==> src/rtl/seq_shift_mult.sv <==
// Sequential shift-and-add multiplier, unsigned or two's-complement, WIDTH x WIDTH -> 2*WIDTH.
// Latency: done pulses c+1 cycles after the capture edge (c = significant bits of |b|; 1 cycle for a zero operand).
// Backpressure: start is sampled only while ready; requests during CALC/DONE are dropped, not queued.
module seq_shift_mult #(
    parameter int WIDTH = 8
) (
    input  logic               clk,
    input  logic               rst,
    input  logic               start,
    input  logic               signed_mode,
    input  logic [WIDTH-1:0]   a_in,
    input  logic [WIDTH-1:0]   b_in,
    output logic               ready,
    output logic               busy,
    output logic               done,
    output logic [2*WIDTH-1:0] r
);

    localparam int RW = 2 * WIDTH;

    localparam logic [1:0] S_IDLE = 2'b00;
    localparam logic [1:0] S_CALC = 2'b01;
    localparam logic [1:0] S_DONE = 2'b10;

    logic [1:0]       state;
    logic [RW-1:0]    mcand;
    logic [RW-1:0]    acc;
    logic [WIDTH-1:0] mplier;
    logic             neg;

    logic [WIDTH-1:0] mag_a;
    logic [WIDTH-1:0] mag_b;
    logic [RW-1:0]    acc_sum;
    logic [RW-1:0]    acc_neg;
    logic [WIDTH-1:0] mplier_shr;

    // Operand magnitudes and the next accumulator value; the most negative
    // operand negates to itself in WIDTH bits, which reads as 2^(WIDTH-1) unsigned.
    always_comb begin
        mag_a      = (signed_mode && a_in[WIDTH-1]) ? ((~a_in) + WIDTH'(1)) : a_in;
        mag_b      = (signed_mode && b_in[WIDTH-1]) ? ((~b_in) + WIDTH'(1)) : b_in;
        acc_sum    = acc + (mplier[0] ? mcand : '0);
        acc_neg    = (~acc_sum) + RW'(1);
        mplier_shr = mplier >> 1;
    end

    assign ready = (state == S_IDLE);
    assign busy  = (state == S_CALC);
    assign done  = (state == S_DONE);

    // Control FSM and datapath: capture in IDLE, shift-add in CALC, publish r only on entry to DONE.
    always_ff @(posedge clk) begin
        if (rst) begin
            state  <= S_IDLE;
            mcand  <= '0;
            acc    <= '0;
            mplier <= '0;
            neg    <= 1'b0;
            r      <= '0;
        end else begin
            case (state)
                S_IDLE: begin
                    if (start) begin
                        acc    <= '0;
                        mcand  <= {{WIDTH{1'b0}}, mag_a};
                        mplier <= mag_b;
                        if ((mag_a == '0) || (mag_b == '0)) begin
                            // Zero product: skip CALC, sign is irrelevant.
                            neg   <= 1'b0;
                            r     <= '0;
                            state <= S_DONE;
                        end else begin
                            neg   <= signed_mode & (a_in[WIDTH-1] ^ b_in[WIDTH-1]);
                            state <= S_CALC;
                        end
                    end
                end
                S_CALC: begin
                    acc    <= acc_sum;
                    mcand  <= mcand << 1;
                    mplier <= mplier_shr;
                    // Stop as soon as no multiplier bits remain.
                    if (mplier_shr == '0) begin
                        r     <= neg ? acc_neg : acc_sum;
                        state <= S_DONE;
                    end
                end
                S_DONE: begin
                    state <= S_IDLE;
                end
                default: begin
                    state <= S_IDLE;
                end
            endcase
        end
    end

endmodule

==> config.mk <==
export PLATFORM = sky130hd
export DESIGN_NAME = seq_shift_mult
export DESIGN_NICKNAME = d
export VERILOG_FILES = /design/src/rtl/seq_shift_mult.sv
export SDC_FILE = /design/constraint.sdc
export NUM_CORES = 1
export LEC_CHECK = 0
export CAP_MARGIN = 10
export CORE_UTILIZATION = 45
export CTS_CLUSTER_SIZE = 10
export DETAILED_ROUTE_END_ITERATION = 10
export HOLD_SLACK_MARGIN = 0.08
export PLACE_DENSITY = 0.77
export SKIP_CTS_REPAIR_TIMING = 1
export SYNTH_ARGS = -nofsm -noshare
export SYNTH_HDL_FRONTEND = slang
export SYNTH_SLANG_ARGS = --single-unit
==> constraint.sdc <==
create_clock -name clk -period 3.5 [get_ports clk]
set_clock_uncertainty 0.05 [all_clocks]
set_input_delay 0.7 -clock clk [delete_from_list [all_inputs] [get_ports clk]]
set_output_delay 0.7 -clock clk [all_outputs]
set_load 0.005 [all_outputs]
## Yosys cells after proc, flatten, opt, wreduce, memory -nomap -nowiden

Index checks and enable logic that the tools add are counted.

- Register bits: 59
- Output and inout port bits: 19
- Logic and storage cells: 51

- $add $sub $neg: 4
- Eq/ne operators: 5
- Mux-type cells: 19
- Bitwise logic cells: 5
- Reduce and logical (&&, ||, !) cells: 12

Operator list:

| kind | count |
|---|---|
| $mux W16 | 7 |
| $pmux W16 S2 | 3 |
| $logic_not A8 Y1 | 3 |
| $mux W8 | 3 |
| $add A16 B1 Y16 const B | 1 |
| $add A16 B16 Y16 | 1 |
| $add A8 B1 Y8 const B | 2 |
| $not A16 Y16 | 1 |
| $not A8 Y8 | 2 |
| $pmux W8 S2 | 1 |
| $mux W2 | 3 |
| $reduce_and A2 Y1 | 3 |
| $ne A2 B1 Y1 const B | 2 |
| $pmux W2 S2 | 1 |
| $reduce_and A4 Y1 | 1 |
| $eq A2 B1 Y1 const B | 1 |
| $eq A2 B2 Y1 const B | 1 |
| $logic_and A1 B1 Y1 | 2 |
| $logic_not A2 Y1 | 1 |
| $ne A2 B2 Y1 const B | 1 |
| $reduce_bool A2 Y1 | 1 |
| $and A1 B1 Y1 | 1 |
| $logic_or A1 B1 Y1 | 1 |
| $mux W1 | 1 |
| $xor A1 B1 Y1 | 1 |

## Depth between registers and ports, before layout

- Depth after elaboration: 8
- Gate-level depth with buffers: 13

## Worst setup path before layout

OpenSTA, ideal clock, no wires.

- Path type: reg2reg
- Start point: reg mplier[0]
- End point: reg r[14]
- Library setup time: 0.070 ns
- Arrival: 3.212 ns
- Data required time: 3.380 ns
- Setup slack: 0.168 ns
- Stages on the path, launching flop included: 14
- Path through: dfxtp_1 > clkbuf_1 > and2_1 > ha_1 > fa_1 > a21o_1 > a21oi_2 > xnor2_1 > or2_1 > or3_1 > or3_4 > nor3_2 > mux2_1 > a21oi_1

- Cells in the longest elaborated chain, start to end: 7

RTL lines:

| item | line | text |
|---|---|---|
| start, declared | 28 | `logic [WIDTH-1:0] mplier;` |
| start signal, assigned | 66 | `mplier <= mag_b;` |
| start signal, assigned | 81 | `mplier <= mplier_shr;` |
| $mux W16 (*) | 42 | `acc_sum = acc + (mplier[0] ? mcand : '0);` |
| $add A16 B16 Y16 (*) | 42 |  |
| $not A16 Y16 | 43 | `acc_neg = (~acc_sum) + RW'(1);` |
| $add A16 B1 Y16 | 43 |  |
| $mux W16 (*) | 84 | `r <= neg ? acc_neg : acc_sum;` |
| $mux W16 (*) | 83 | `if (mplier_shr == '0) begin` |
| $pmux W16 S2 (*) | 61 | `case (state)` |
| end signal, assigned | 84 |  |
| end, declared | 16 | `output logic [2*WIDTH-1:0] r` |

Every way passes the cells marked *; elsewhere a longest branch is shown, timed or not. The select of a mux whose other input is x is not followed.
A chain may end at the register's enable or synchronous reset.

## Worst setup path in the final report

- Start point: reg mplier[0]
- End point: reg r[15]

The elaborated chain is that of the path after synthesis.

==> results.json <==
{
  "status": "complete, no violations",
  "hpwlAfterDp_um": 6560,
  "path_cells": "buf_4 -> and2_1 -> ha_1 -> a211oi_2 -> o21ai_1 -> o2111a_1 -> nor2_1 -> xnor2_1 -> nand4b_1 -> o41ai_2 -> xor2_1 -> o2bb2ai_1",
  "internal_power_uw": 1400,
  "rr_endpoint": "r[15]$_SDFFE_PP0P_",
  "timing.reg2reg.setup_slack_ps": 180,
  "ant_nets": 0,
  "slew_headroom_pct": 57.8,
  "cts_made_buffers": 9,
  "globalplace.congestion": 0.850,
  "synth_edf_count": 0,
  "finalCriticalPeriod_ps": 3320,
  "fin_nets": 533,
  "hold_end": "r[4]$_SDFFE_PP0P_",
  "synth-compound-area-share_pct": 24.0,
  "synth_flop_cell": "dfxtp_1",
  "grt_overflow_total": 0,
  "clkPwrFrac_pct": 45.6,
  "p_leak_uw": 0.00184,
  "port_buffers": 38,
  "drive_gt1_share_pct": 9.02,
  "rows": 32,
  "drt-pass1-iter-count": 5,
  "crit_type": "register to register",
  "yosysWarnings": 0,
  "grt.total_usage_pct": 22.6,
  "synthAdderAreaFrac_pct": 6.71,
  "via_per_inst": 5.76,
  "syn_nets": 491,
  "clk_pin_slew_ps": 70,
  "netSwitchingFraction_pct": 25.8,
  "grt_pass1_vias": 3154,
  "min_from": "r[4]$_SDFFE_PP0P_",
  "synthCells": 452,
  "drc": 0,
  "layout_worst_path_cycle_share_pct": 94.9,
  "crit_path_start_kind": "register",
  "synth_xor_xnor_area_share_pct": 7.91,
  "yosys.area_share.simple_pct": 22.3,
  "grt_max_degree": 38,
  "slowest_delay_ps": 430,
  "max_clock_freq_ghz": 0.301,
  "h-tree-depth": 3,
  "p_sw_uw": 489,
  "powerDensity_nw_per_um2": 423,
  "synth-seq-cells": 59,
  "syn_avg_cell_area_um2": 8.09,
  "ctsRootBufferMaster": "clkbuf_8",
  "max_cap_violations": 0,
  "cp_data_arrival_time_ps": 3510,
  "cts_tree": "built",
  "synthMuxAreaShare_pct": 2.84,
  "start_util_pct": 46.8,
  "share_comb_of_total_power_pct": 16.4,
  "die_height_um": 92.1,
  "drt_wl_total_um": 8980,
  "synthToLayoutAreaGrowth_pct": 22.5,
  "coreArea_um2": 7810,
  "slew_violations": 0,
  "synth_top_family_by_area": "compound AO/OA/AOI/OAI gates",
  "clk_path_buf_depth": 2,
  "cp_slowest_cell": "o41ai_2",
  "async_reset_ff_share_pct": 0,
  "critPathRequiredTime_ps": 3690,
  "rsz0062_at_grt": "false",
  "hp-class": "register to register",
  "path_max_fanout": 15,
  "num_antenna_cells": 0,
  "grt_pass1_wl_um": 15100,
  "chipWidth_um": 92.1,
  "synth_cell_type_count": 54,
  "seqPwrFrac_pct": 38.0,
  "finalHoldViolations": 0,
  "setup_viol": 0,
  "r2r_cells": 12,
  "vdd_drop_max_v": 0.000215,
  "whs_path_depth": 2,
  "fill_cells": 697,
  "yosysSeqAreaShare_pct": 32.3,
  "dieArea_um2": 8490,
  "wire_per_inst_um": 14.9,
  "r2r-start": "mplier[0]$_SDFFE_PP0P_",
  "drtIter0Drc": 285,
  "num_vias": 3462,
  "antenna_found_initial": 0,
  "clk_latency_ps": 350,
  "cp-end-kind": "register",
  "p_total_uw": 1890,
  "ios": 39,
  "tns_ps": 0,
  "clock_sinks": 59,
  "tightest_slew_ps": 632,
  "syn_area_um2": 3660
}
-- registers in the layout, indices dropped and copies added (netlist names) --
register,cells
acc,16
mcand,16
mplier,8
neg,1
r,16
state,2
-- logic make-up after synthesis --
| family | Yosys count |
|---|---|
| flops | 59 |
| compound gates | 125 |
| fa+ha+maj | 19 |
| xor+xnor | 33 |
| simple gates | 168 |
| mux | 10 |
| buf+inv | 38 |
-- layout make-up --
cell class | instances | area [um2] | share of cell area [%]
clock inverters | 4 | 120 | 2.68
inverters | 15 | 56.3 | 1.26
flip-flops and latches | 59 | 1180 | 26.4
multi-input cells | 355 | 2340 | 52.3
well taps | 102 | 128 | 2.85
clock buffers | 12 | 155 | 3.46
repair buffers | 54 | 495 | 11.1
-- worst max path at each step --
stage,to,startpoint,cells past startpoint
3_5_place_dp,r[15]$_SDFFE_PP0P_,a_in[0],13
2_1_floorplan,r[14]$_SDFFE_PP0P_,mplier[0]$_SDFFE_PP0P_,13
6_report,r[15]$_SDFFE_PP0P_,mplier[0]$_SDFFE_PP0P_,12
3_3_place_gp,r[14]$_SDFFE_PP0P_,b_in[0],12
4_1_cts,r[15]$_SDFFE_PP0P_,mcand[0]$_SDFFE_PP0P_,12
5_1_grt,r[14]$_SDFFE_PP0P_,mcand[0]$_SDFFE_PP0P_,12
-- critical path, delay by kind of cell (launching register included) --
kind,cells,cell delay [ps]
AND/OR/NAND/NOR,3,610
XOR/XNOR,2,350
AO/OA/AOI/OAI,5,1320
adder cells (fa/ha/maj),1,380
buffers and inverters,1,180
flip-flops,1,320
-- synthesized netlist by cell type (2+ instances only) --
master,instances,share of area [%]
a21o_1,7,1.4
a32oi_1,3,0.72
nand2b_1,8,1.4
nand4_1,5,0.86
and3_1,2,0.34
a21oi_1,33,4.5
nor2_1,70,7.2
nand2_1,22,2.3
clkbuf_1,18,1.8
o31ai_1,3,0.62
and2_1,17,2.9
mux2i_1,7,1.9
buf_1,5,0.51
a22oi_1,23,4.7
a211oi_1,2,0.41
xnor2_1,17,4.1
a222oi_1,8,2.2
o21ai_0,15,2.1
mux2_2,2,0.62
or4_1,3,0.62
or3_1,5,0.86
dfxtp_1,59,32
inv_1,14,1.4
xor2_1,16,3.8
nand3_1,11,1.5
nor4_1,3,0.51
o2bb2ai_1,6,1.4
a211o_1,2,0.48
ha_1,18,6.2
nor2b_1,5,0.86
o21ai_1,5,0.68
nor3_1,10,1.4
a221oi_1,4,0.96
o21a_1,4,0.82
-- cells in the final DEF (no fill, tap or decap), types with 6 or more instances in the layout --
| master | Yosys | final |
|---|---|---|
| nand3_1 | 11 | 11 |
| o21ai_0 | 15 | 14 |
| clkbuf_8 | 0 | 11 |
| o2bb2ai_1 | 6 | 6 |
| buf_4 | 0 | 16 |
| a21o_1 | 7 | 7 |
| xnor2_1 | 17 | 17 |
| ha_1 | 18 | 18 |
| a21oi_1 | 33 | 33 |
| nor2_1 | 70 | 70 |
| nand2_1 | 22 | 22 |
| a22oi_1 | 23 | 23 |
| dfxtp_1 | 59 | 59 |
| mux2i_1 | 7 | 7 |
| a222oi_1 | 8 | 8 |
| nor3_1 | 10 | 10 |
| inv_1 | 14 | 14 |
| clkdlybuf4s50_1 | 0 | 37 |
| xor2_1 | 16 | 16 |
| nand2b_1 | 8 | 8 |
| and2_1 | 17 | 17 |
-- per-layer routing --
metal / wire [um] / vias up / GRT usage, %
met5: 0 / - / 0
met4: 220 / 0 / 10.8
met3: 403 / 18 / 4.15
met2: 4150 / 105 / 35.3
met1: 4200 / 1621 / 29.9
li1: - / 1718 / -
-- stage by stage --
step	area, um2	std cells	setup WS (ps)	util, %	hold slack, ps
floorplan	3660	452	168	-	398
CTS	4470	601	39.1	57.3	405
global route	4480	601	3.50	57.4	428
detailed placement	4200	585	68.8	53.8	397
global placement	4200	585	124	53.8	388
finish	4480	601	177	57.4	403
-- power by group through the flow --
stage | sequential [uW] | combinational [uW] | clock [uW]
3_3_place_gp | 733 | 297 | 0
2_1_floorplan | 724 | 205 | 0
3_5_place_dp | 734 | 307 | 0
6_report | 719 | 309 | 864
5_1_grt | 722 | 339 | 909
4_1_cts | 718 | 308 | 873
Power figures use the tool's default switching activity.
